--- src/rtl/hazard_fwd_ctrl_pkg.sv ---
// Shared types and constants for the hazard/forwarding controller.
// Includes the FSM state encoding, the forwarding select codes and the register match helper.
package hazard_fwd_ctrl_pkg;

  typedef enum logic [1:0] {
    RUN      = 2'd0,
    LD_STALL = 2'd1,
    MEM_WAIT = 2'd2
  } fsm_state_e;

  localparam logic [1:0] FWD_REG = 2'b00;
  localparam logic [1:0] FWD_ALU = 2'b01;
  localparam logic [1:0] FWD_WB  = 2'b10;

  localparam int REG_W = 5;

  // r0 is hardwired to zero, so a write to it can never feed a consumer.
  function automatic logic reg_match(input logic [REG_W-1:0] src,
                                     input logic [REG_W-1:0] dest,
                                     input logic             wb_en);
    return wb_en && (src != '0) && (src == dest);
  endfunction

endpackage

--- src/rtl/hazard_fwd_ctrl_if.sv ---
// Pipeline-facing bundle of the hazard/forwarding controller.
// Handshake: mem_req is held high by MEM while an access is pending; the access completes on the edge where mem_ready is high.
interface hazard_fwd_ctrl_if;
  logic [4:0]  src1_ID;
  logic [4:0]  src2_ID;
  logic        is_imm_ID;
  logic [4:0]  dest_EXE;
  logic        WB_en_EXE;
  logic        mem_read_EXE;
  logic [4:0]  dest_MEM;
  logic        WB_en_MEM;
  logic        br_taken;
  logic        mem_req;
  logic        mem_ready;

  logic        hazard_stall;
  logic        flush;
  logic        freeze;
  logic [1:0]  ALU_vONE_Mux;
  logic [1:0]  ALU_vTWO_Mux;
  logic [1:0]  SRC_vTWO_Mux;
  logic [15:0] stall_cycles;
  logic [1:0]  fsm_state;

  modport master (
    output src1_ID, src2_ID, is_imm_ID, dest_EXE, WB_en_EXE, mem_read_EXE,
           dest_MEM, WB_en_MEM, br_taken, mem_req, mem_ready,
    input  hazard_stall, flush, freeze, ALU_vONE_Mux, ALU_vTWO_Mux,
           SRC_vTWO_Mux, stall_cycles, fsm_state
  );

  modport slave (
    input  src1_ID, src2_ID, is_imm_ID, dest_EXE, WB_en_EXE, mem_read_EXE,
           dest_MEM, WB_en_MEM, br_taken, mem_req, mem_ready,
    output hazard_stall, flush, freeze, ALU_vONE_Mux, ALU_vTWO_Mux,
           SRC_vTWO_Mux, stall_cycles, fsm_state
  );
endinterface

--- src/rtl/hazard_fwd_match.sv ---
// Compares one source register against the EXE and MEM destinations.
// Produces the match flags and the forwarding select, with EXE taking priority over MEM.
module hazard_fwd_match
  import hazard_fwd_ctrl_pkg::*;
(
  input  logic             en,
  input  logic [REG_W-1:0] src,
  input  logic [REG_W-1:0] dest_EXE,
  input  logic             WB_en_EXE,
  input  logic [REG_W-1:0] dest_MEM,
  input  logic             WB_en_MEM,
  output logic             match_exe,
  output logic             match_mem,
  output logic [1:0]       sel
);

  assign match_exe = en & reg_match(src, dest_EXE, WB_en_EXE);
  assign match_mem = en & reg_match(src, dest_MEM, WB_en_MEM);

  always_comb begin
    sel = FWD_REG;
    if (match_exe)      sel = FWD_ALU;
    else if (match_mem) sel = FWD_WB;
  end

endmodule

--- src/rtl/hazard_fwd_ctrl.sv ---
// Pipeline hazard controller: freeze/flush/stall generation, stall FSM and registered forwarding selects.
// Forwarding is built only with HAZARD_FORWARDING_EN; otherwise every RAW dependency stalls until it clears.
module hazard_fwd_ctrl
  import hazard_fwd_ctrl_pkg::*;
(
  input  logic             clk,
  input  logic             rst,
  hazard_fwd_ctrl_if.slave bus
);

  localparam logic [1:0] S_RUN      = RUN;
  localparam logic [1:0] S_LD_STALL = LD_STALL;
  localparam logic [1:0] S_MEM_WAIT = MEM_WAIT;

`ifdef HAZARD_FORWARDING_EN
  localparam bit FWD_EN = 1'b1;
`else
  localparam bit FWD_EN = 1'b0;
`endif

  logic [1:0]  state;
  logic [1:0]  state_nxt;
  logic [15:0] stall_cnt;
  logic        freeze;
  logic        flush;
  logic        raw_hazard;
  logic        hazard_stall;

  logic        m1_exe, m1_mem, m2_exe, m2_mem, m3_exe, m3_mem;
  logic [1:0]  sel1, sel2_alu, sel2_src;

  // src2 as ALU operand is irrelevant for immediate instructions.
  hazard_fwd_match u_match_alu1 (
    .en(1'b1), .src(bus.src1_ID),
    .dest_EXE(bus.dest_EXE), .WB_en_EXE(bus.WB_en_EXE),
    .dest_MEM(bus.dest_MEM), .WB_en_MEM(bus.WB_en_MEM),
    .match_exe(m1_exe), .match_mem(m1_mem), .sel(sel1)
  );

  hazard_fwd_match u_match_alu2 (
    .en(~bus.is_imm_ID), .src(bus.src2_ID),
    .dest_EXE(bus.dest_EXE), .WB_en_EXE(bus.WB_en_EXE),
    .dest_MEM(bus.dest_MEM), .WB_en_MEM(bus.WB_en_MEM),
    .match_exe(m2_exe), .match_mem(m2_mem), .sel(sel2_alu)
  );

  hazard_fwd_match u_match_src2 (
    .en(1'b1), .src(bus.src2_ID),
    .dest_EXE(bus.dest_EXE), .WB_en_EXE(bus.WB_en_EXE),
    .dest_MEM(bus.dest_MEM), .WB_en_MEM(bus.WB_en_MEM),
    .match_exe(m3_exe), .match_mem(m3_mem), .sel(sel2_src)
  );

  assign freeze       = (bus.mem_req & ~bus.mem_ready) |
                        ((state == S_MEM_WAIT) & ~bus.mem_ready);
  assign flush        = bus.br_taken & ~freeze;
  assign hazard_stall = raw_hazard & ~freeze & ~bus.br_taken;

`ifdef HAZARD_FORWARDING_EN
  logic [1:0] alu1_q, alu2_q, src2_q;
  logic       unused_flags;

  // Only a load still in EXE cannot be forwarded; its bubble resolves it in one cycle.
  assign raw_hazard = bus.mem_read_EXE & (m1_exe | m2_exe);

  always_ff @(posedge clk or negedge rst) begin
    if (!rst) begin
      alu1_q <= FWD_REG;
      alu2_q <= FWD_REG;
      src2_q <= FWD_REG;
    end else if (!freeze) begin
      if (flush | hazard_stall) begin
        alu1_q <= FWD_REG;
        alu2_q <= FWD_REG;
        src2_q <= FWD_REG;
      end else begin
        alu1_q <= sel1;
        alu2_q <= sel2_alu;
        src2_q <= sel2_src;
      end
    end
  end

  assign bus.ALU_vONE_Mux = alu1_q;
  assign bus.ALU_vTWO_Mux = alu2_q;
  assign bus.SRC_vTWO_Mux = src2_q;
  assign unused_flags     = &{1'b0, m1_mem, m2_mem, m3_exe, m3_mem};
`else
  logic unused_flags;

  assign raw_hazard       = m1_exe | m1_mem | m2_exe | m2_mem;
  assign bus.ALU_vONE_Mux = FWD_REG;
  assign bus.ALU_vTWO_Mux = FWD_REG;
  assign bus.SRC_vTWO_Mux = FWD_REG;
  assign unused_flags     = &{1'b0, m3_exe, m3_mem, sel1, sel2_alu, sel2_src,
                              bus.mem_read_EXE};
`endif

  always_comb begin
    state_nxt = state;
    case (state)
      S_RUN: begin
        if (freeze)            state_nxt = S_MEM_WAIT;
        else if (hazard_stall) state_nxt = S_LD_STALL;
        else                   state_nxt = S_RUN;
      end
      S_LD_STALL: begin
        if (freeze)                       state_nxt = S_MEM_WAIT;
        else if (FWD_EN || !hazard_stall) state_nxt = S_RUN;
        else                              state_nxt = S_LD_STALL;
      end
      S_MEM_WAIT: begin
        if (bus.mem_ready) state_nxt = S_RUN;
      end
      default: state_nxt = S_RUN;
    endcase
  end

  always_ff @(posedge clk or negedge rst) begin
    if (!rst) state <= S_RUN;
    else      state <= state_nxt;
  end

  always_ff @(posedge clk or negedge rst) begin
    if (!rst)
      stall_cnt <= '0;
    else if ((freeze | hazard_stall) && (stall_cnt != 16'hFFFF))
      stall_cnt <= stall_cnt + 16'd1;
  end

  assign bus.freeze       = freeze;
  assign bus.flush        = flush;
  assign bus.hazard_stall = hazard_stall;
  assign bus.stall_cycles = stall_cnt;
  assign bus.fsm_state    = state;

endmodule

--- src/flat_wrapper.sv ---
// flat-port wrapper written by rule: the top's interface ports become plain ports
module hazard_fwd_ctrl_flat import hazard_fwd_ctrl_pkg::*;
  (clk, rst, bus_src1_ID, bus_src2_ID, bus_is_imm_ID, bus_dest_EXE, bus_WB_en_EXE, bus_mem_read_EXE, bus_dest_MEM, bus_WB_en_MEM, bus_br_taken, bus_mem_req, bus_mem_ready, bus_hazard_stall, bus_flush, bus_freeze, bus_ALU_vONE_Mux, bus_ALU_vTWO_Mux, bus_SRC_vTWO_Mux, bus_stall_cycles, bus_fsm_state);
  hazard_fwd_ctrl_if bus_i ();
  input  logic clk;
  input  logic rst;
  input wire logic [$bits(bus_i.src1_ID)-1:0] bus_src1_ID;
  input wire logic [$bits(bus_i.src2_ID)-1:0] bus_src2_ID;
  input wire logic [$bits(bus_i.is_imm_ID)-1:0] bus_is_imm_ID;
  input wire logic [$bits(bus_i.dest_EXE)-1:0] bus_dest_EXE;
  input wire logic [$bits(bus_i.WB_en_EXE)-1:0] bus_WB_en_EXE;
  input wire logic [$bits(bus_i.mem_read_EXE)-1:0] bus_mem_read_EXE;
  input wire logic [$bits(bus_i.dest_MEM)-1:0] bus_dest_MEM;
  input wire logic [$bits(bus_i.WB_en_MEM)-1:0] bus_WB_en_MEM;
  input wire logic [$bits(bus_i.br_taken)-1:0] bus_br_taken;
  input wire logic [$bits(bus_i.mem_req)-1:0] bus_mem_req;
  input wire logic [$bits(bus_i.mem_ready)-1:0] bus_mem_ready;
  output wire logic [$bits(bus_i.hazard_stall)-1:0] bus_hazard_stall;
  output wire logic [$bits(bus_i.flush)-1:0] bus_flush;
  output wire logic [$bits(bus_i.freeze)-1:0] bus_freeze;
  output wire logic [$bits(bus_i.ALU_vONE_Mux)-1:0] bus_ALU_vONE_Mux;
  output wire logic [$bits(bus_i.ALU_vTWO_Mux)-1:0] bus_ALU_vTWO_Mux;
  output wire logic [$bits(bus_i.SRC_vTWO_Mux)-1:0] bus_SRC_vTWO_Mux;
  output wire logic [$bits(bus_i.stall_cycles)-1:0] bus_stall_cycles;
  output wire logic [$bits(bus_i.fsm_state)-1:0] bus_fsm_state;
  assign bus_i.src1_ID = bus_src1_ID;
  assign bus_i.src2_ID = bus_src2_ID;
  assign bus_i.is_imm_ID = bus_is_imm_ID;
  assign bus_i.dest_EXE = bus_dest_EXE;
  assign bus_i.WB_en_EXE = bus_WB_en_EXE;
  assign bus_i.mem_read_EXE = bus_mem_read_EXE;
  assign bus_i.dest_MEM = bus_dest_MEM;
  assign bus_i.WB_en_MEM = bus_WB_en_MEM;
  assign bus_i.br_taken = bus_br_taken;
  assign bus_i.mem_req = bus_mem_req;
  assign bus_i.mem_ready = bus_mem_ready;
  assign bus_hazard_stall = bus_i.hazard_stall;
  assign bus_flush = bus_i.flush;
  assign bus_freeze = bus_i.freeze;
  assign bus_ALU_vONE_Mux = bus_i.ALU_vONE_Mux;
  assign bus_ALU_vTWO_Mux = bus_i.ALU_vTWO_Mux;
  assign bus_SRC_vTWO_Mux = bus_i.SRC_vTWO_Mux;
  assign bus_stall_cycles = bus_i.stall_cycles;
  assign bus_fsm_state = bus_i.fsm_state;
  hazard_fwd_ctrl u_core (.clk(clk), .rst(rst), .bus(bus_i));
endmodule
--- config.mk ---
export PLATFORM = sky130hd
export DESIGN_NAME = hazard_fwd_ctrl_flat
export DESIGN_NICKNAME = d
export VERILOG_FILES = /design/src/rtl/hazard_fwd_ctrl_pkg.sv /design/src/rtl/hazard_fwd_ctrl_if.sv /design/src/rtl/hazard_fwd_match.sv /design/src/rtl/hazard_fwd_ctrl.sv /design/src/flat_wrapper.sv
export SDC_FILE = /design/constraint.sdc
export NUM_CORES = 1
export LEC_CHECK = 0
export ABC_AREA = 1
export CORE_ASPECT_RATIO = 0.9
export CORE_UTILIZATION = 49
export CTS_BUF_LIST = sky130_fd_sc_hd__clkbuf_4 sky130_fd_sc_hd__clkbuf_8 sky130_fd_sc_hd__clkbuf_16
export DETAILED_ROUTE_END_ITERATION = 10
export PLACE_DENSITY = 0.91
export SLEW_MARGIN = 20
export SYNTH_ARGS = -nofsm -noshare
export SYNTH_HDL_FRONTEND = slang
export SYNTH_SLANG_ARGS = --single-unit
--- constraint.sdc ---
create_clock -name clk -period 3.45 [get_ports clk]
set_input_delay 0.69 -clock clk [delete_from_list [all_inputs] [get_ports clk]]
set_output_delay 0.69 -clock clk [all_outputs]
set_load 0.02 [all_outputs]
* Word-level counts from Yosys, hierarchy flattened
Index checks and enable logic that the tools add are counted.
Cells by class: add/sub/neg operators 1, bitwise operators 16, eq/ne operators 8, multiplexer cells 4, reduce and logical (&&, ||, !) cells 13
Operators by type and width (count):
- equality test 5 bit | 4
- adder 16 x 1 -> 16 bit, second input constant | 1
- != test 16 bit, second input constant | 1
- nonzero test 5 bit | 2
- logical AND 1 bit | 9
- bitwise AND 1 bit | 7
- OR 1 bit | 5
- two-way mux 2 bit | 2
- inverter 1 bit | 4
- one-hot mux 2 bit (2 select lines) | 1
- equality test 2 x 1 -> 1 bit, second input constant | 1
- equality test 2 bit, second input constant | 1
- logical NOT 2 bit | 1
- != test 2 bit, second input constant | 1
- OR reduction 2 bit | 1
- two-way mux 1 bit | 1
Storage, ports and cells: logic and storage cells 44, input bits 29, register bits after elaboration 18

* Logic depth before layout (Yosys ltp)
Gate-level depths: netlist of run 1.
word-level depth 11, gate-level depth with buffers 14

* Modules after synthesis
Synthesis of run 1 repeated with hierarchy kept, for this count alone.
Unflattened totals: cells, all modules 299, area, all modules 1730.4 um^2
Modules (own cells, without submodules):
- hazard_fwd_ctrl | instances 1, area each 1222.4 um^2, seq. area each 450.4 um^2, cells an instance 177
- hazard_fwd_match | instances 2, area each 254.0 um^2, seq. area each 0.0 um^2, cells an instance 61

* Worst setup path after synthesis of run 1
No wires, ideal clock.
path kind input to output, from input bus_mem_req, to output bus_hazard_stall, cell stages on the path 6, data arrival time 1489 ps, setup slack 1271 ps, path buffers 0, cell sequence inv_1 -> nor2_1 -> or2_1 -> nor2_2 -> nand2_4 -> inv_1
On the way: longest elaborated chain between the ends 5
Ends and longest elaborated chain:
- start: declaration | RTL line flat_wrapper.sv:16 | input wire logic [$bits(bus_i.mem_req)-1:0] bus_mem_req;
- bitwise AND 1 bit | RTL line hazard_fwd_ctrl.sv:54 | assign freeze = (bus.mem_req & ~bus.mem_ready) |
- OR 1 bit | RTL line hazard_fwd_ctrl.sv:54
- named net bus_freeze | RTL line flat_wrapper.sv:20 | output wire logic [$bits(bus_i.freeze)-1:0] bus_freeze;
- inverter 1 bit | RTL line hazard_fwd_ctrl.sv:57 | assign hazard_stall = raw_hazard & ~freeze & ~bus.br_taken;
- bitwise AND 1 bit (2 in a row) | RTL line hazard_fwd_ctrl.sv:57
- end: declaration | RTL line flat_wrapper.sv:18 | output wire logic [$bits(bus_i.hazard_stall)-1:0] bus_hazard_stall;
The timed path passes the listed nets, and every way through them passes these cells.

* Worst setup path in the final report of run 1
from input bus_src2_ID[2], to output bus_hazard_stall
On the way: longest elaborated chain between the ends 8, elaborated cells between the ends (all ways) 13, classes of those cells eq/ne (2); bitwise (6); reduce/logical (5)
Ends and longest elaborated chain:
- start: declaration | RTL line flat_wrapper.sv:8 | input wire logic [$bits(bus_i.src2_ID)-1:0] bus_src2_ID;
- nonzero test 5 bit
- logical AND 1 bit (2 in a row) | RTL line hazard_fwd_ctrl_pkg.sv:21 | return wb_en && (src != '0) && (src == dest);
- bitwise AND 1 bit | RTL line hazard_fwd_match.sv:17 | assign match_exe = en & reg_match(src, dest_EXE, WB_en_EXE);
- OR 1 bit | RTL line hazard_fwd_ctrl.sv:91 | assign raw_hazard = m1_exe | m1_mem | m2_exe | m2_mem;
- OR 1 bit (*) | RTL line hazard_fwd_ctrl.sv:91
- bitwise AND 1 bit (*) (2 in a row) | RTL line hazard_fwd_ctrl.sv:57
Mark *: on every way between the ends. The rest lies on a longest branch, timed or not.

==> run metrics, run 1 <==
Max FO, Critical Path=3; status=completed; Power Density=335 nW/µm²; layout cells sized above 1=0.123; Cells after Synth=254; Clock Root Buffer=clkbuf_8; H-tree depth=1; total negative setup slack=0 ps; max cap viols=0; Worst Clk Skew=1.76 ps; initial antenna violation count=0; CP startpoint kind=input pin; clock-pin slew on the worst setup and hold paths=70 ps; Synth top cells by count=108 x nand2_1, 29 x inv_1, 21 x nor2_1; Die H=56.9 µm; Initial Util=0.528; RSZ-0062 raised after global routing=no; Site Rows=19; nets@finish=333; setup violators final=0; initial drt markers=109; DR WL/cell=10.7 µm; cell taking the most area after synthesis=dfrtp_1; fraction of registers with async set/reset=1.00; DR pass1 iterations=6; Setup Crit Path Kind=input pin to output port; placed wire-length estimate=2.78 mm; TritonCTS clock tree=built; Synth Flop Type=dfrtp_1; Hold Crit Class=flip-flop to flip-flop; Seq cells post-synth=18; Switch Pwr=258 µW; crit path capture type=output port; number of flops mapped to enable cells by yosys=0; Max Freq=312 MHz; critical path arrival=2520 ps; RD Place Congestion=0.853; slowest stage delay, CP=590 ps; count leader, synth=nand2_1; Antenna Cells=0; Final Critical Period=3210 ps; Most common cell on crit path=nand2_1; worst r2r src=u_core.bus.stall_cycles[0]; DIE WIDTH=63.0 µm; P&R area growth vs syn=32.1%; post-route ant nets=0; period utilization=0.930; CP endpoint=bus_hazard_stall; CTS Buf Count=3; mapped cell area=1640 µm²; Register-to-Register Path Depth=11; clock sink count=18; register area share after synthesis=0.274; Crit Reg-Reg Endpoint=u_core.bus.stall_cycles[15]; Worst Hold Depth=1; area share of the largest cell type after synthesis=0.274; largest net degree at the start of global routing=24; Least-Margin Pin Slew=826 ps; first-pass GRT wire length=6.73 mm; Hold-fix buffers, CTS=0; total power=727 µW; Synthesis Warnings=0; worst ir drop on vdd=401 µV; main area contributors after synthesis=dfrtp_1 27%, nand2_1 25%, nand3_2 7.3%; switch share=0.355; Clock power frac=0.240; routed via count=1653; Resize count post-CTS=0; sequential share of power=0.379; internal power=469 µW; Distinct cells, synth=28; Hold Vio Cnt, Final=0; vias in the first global route=1585; die area=3590 µm²; io pins=56; vias per inst=4.81; Setup crit start=bus_src2_ID[2]; worst relative slew slack=0.447; syn_area_per_cell=6.47 µm²; GRT overflow=0; GRT Util Overall=0.230; Gate power share=0.380; r2r setup slk=1610 ps; Core ar.=3110 µm²; CP Data Required Time=2760 ps; setup bufs post-CTS=0; drc violations=0; Slew Limit Fails=0; worst-path cell chain=clkdlybuf4s50_1, inv_2, nand2_1, nand2_1, nor2_1, nand3_1, nand2_1, nand2_1, nand2_2, nand2_4, inv_1, clkdlybuf4s50_1; slowest cell on the critical path=clkdlybuf4s50_1; static leakage=1.14 nW; Max Buffers Root-to-Sink=2; latest clock arrival within the worst-skew pair=250 ps; HP Start=u_core.bus.fsm_state[0]; final WL=3.70 mm; Port Buffers=48
==> stage by stage <==
stage               instance area [µm²]  setup slack (ps)  instances  utilization  hold slack [ps]
global route                       2170              56.7        344        0.697              525
CTS                                2170               254        344        0.697              480
detailed placement                 2120               265        340        0.679              470
floorplan                          1660              1270        259            -              394
global placement                   2120               245        340        0.679              458
finish                             2170               242        344        0.697              479
==> cell families after synthesis <==
group	count (synthesis)	synth area share
other	1	0.00228
AO/OA/AOI/OAI	3	0.0107
buffers and inverters	45	0.130
AND/OR/NAND/NOR	178	0.532
XOR/XNOR	8	0.0426
flip-flops	18	0.274
adder cells (fa/ha/maj)	1	0.00761
==> how the worst min path moves through the flow <==
stage / slack, ps / endpoint
floorplan: 390 / u_core.bus.fsm_state[0]
global placement: 460 / u_core.bus.fsm_state[0]
detailed placement: 470 / u_core.bus.fsm_state[0]
CTS: 480 / u_core.bus.fsm_state[0]
global route: 520 / u_core.bus.fsm_state[0]
finish: 480 / u_core.bus.fsm_state[1]
==> critical path, delay by kind of cell <==
kind | cells | cell delay (ps)
simple gates | 8 | 590
buf+inv | 4 | 1230
==> power by group through the flow <==
stage	Combinational, mW	Sequential [mW]	Clock [mW]
2_1_floorplan	0.138	0.306	0
3_3_place_gp	0.272	0.279	0
3_5_place_dp	0.277	0.279	0
4_1_cts	0.279	0.275	0.177
5_1_grt	0.307	0.282	0.185
6_report	0.277	0.276	0.175
==> registers in the layout (all words and copies together) (netlist names) <==
name                     count
u_core.bus.fsm_state         2
u_core.bus.stall_cycles     16
==> cell usage in the layout (no fill, tap or decap), types with 2 or more instances in the layout <==
master / count
xor2_1: 4
dfrtp_1: 18
xnor2_1: 4
nor3_1: 3
nand3_1: 13
nor2_2: 2
nand4_1: 4
inv_1: 29
nand2_2: 3
inv_2: 7
clkdlybuf4s50_1: 48
nor2_1: 21
nor2_4: 3
nand3_2: 12
conb_1: 6
clkbuf_8: 4
nand2_1: 108
nand2_4: 3
==> layout make-up <==
cell class | instances | area, µm²
repair buffers | 48 | 480
well taps | 42 | 52.6
flip-flops and latches | 18 | 450
clock buffers | 4 | 55.1
multi-input cells | 196 | 997
inverters | 36 | 135
fillers | 257 | 943
==> routing by layer <==
| metal | vias up | part of all wire | GRT usage |
|---|---|---|---|
| li1 | 858 | - | - |
| met1 | 741 | 0.48 | 0.306 |
| met2 | 48 | 0.46 | 0.392 |
| met3 | 6 | 0.049 | 0.0440 |
| met4 | 0 | 0.0065 | 0.0432 |
| met5 | - | 0 | 0 |
(Power assumes the default switching activity.)
==> inputs of run 2 (changes only) <==
- SKIP_LAST_GASP: unset -> 1
==> results of run 2 <==
Final layout, timing and power as in run 1 (identical DEF).
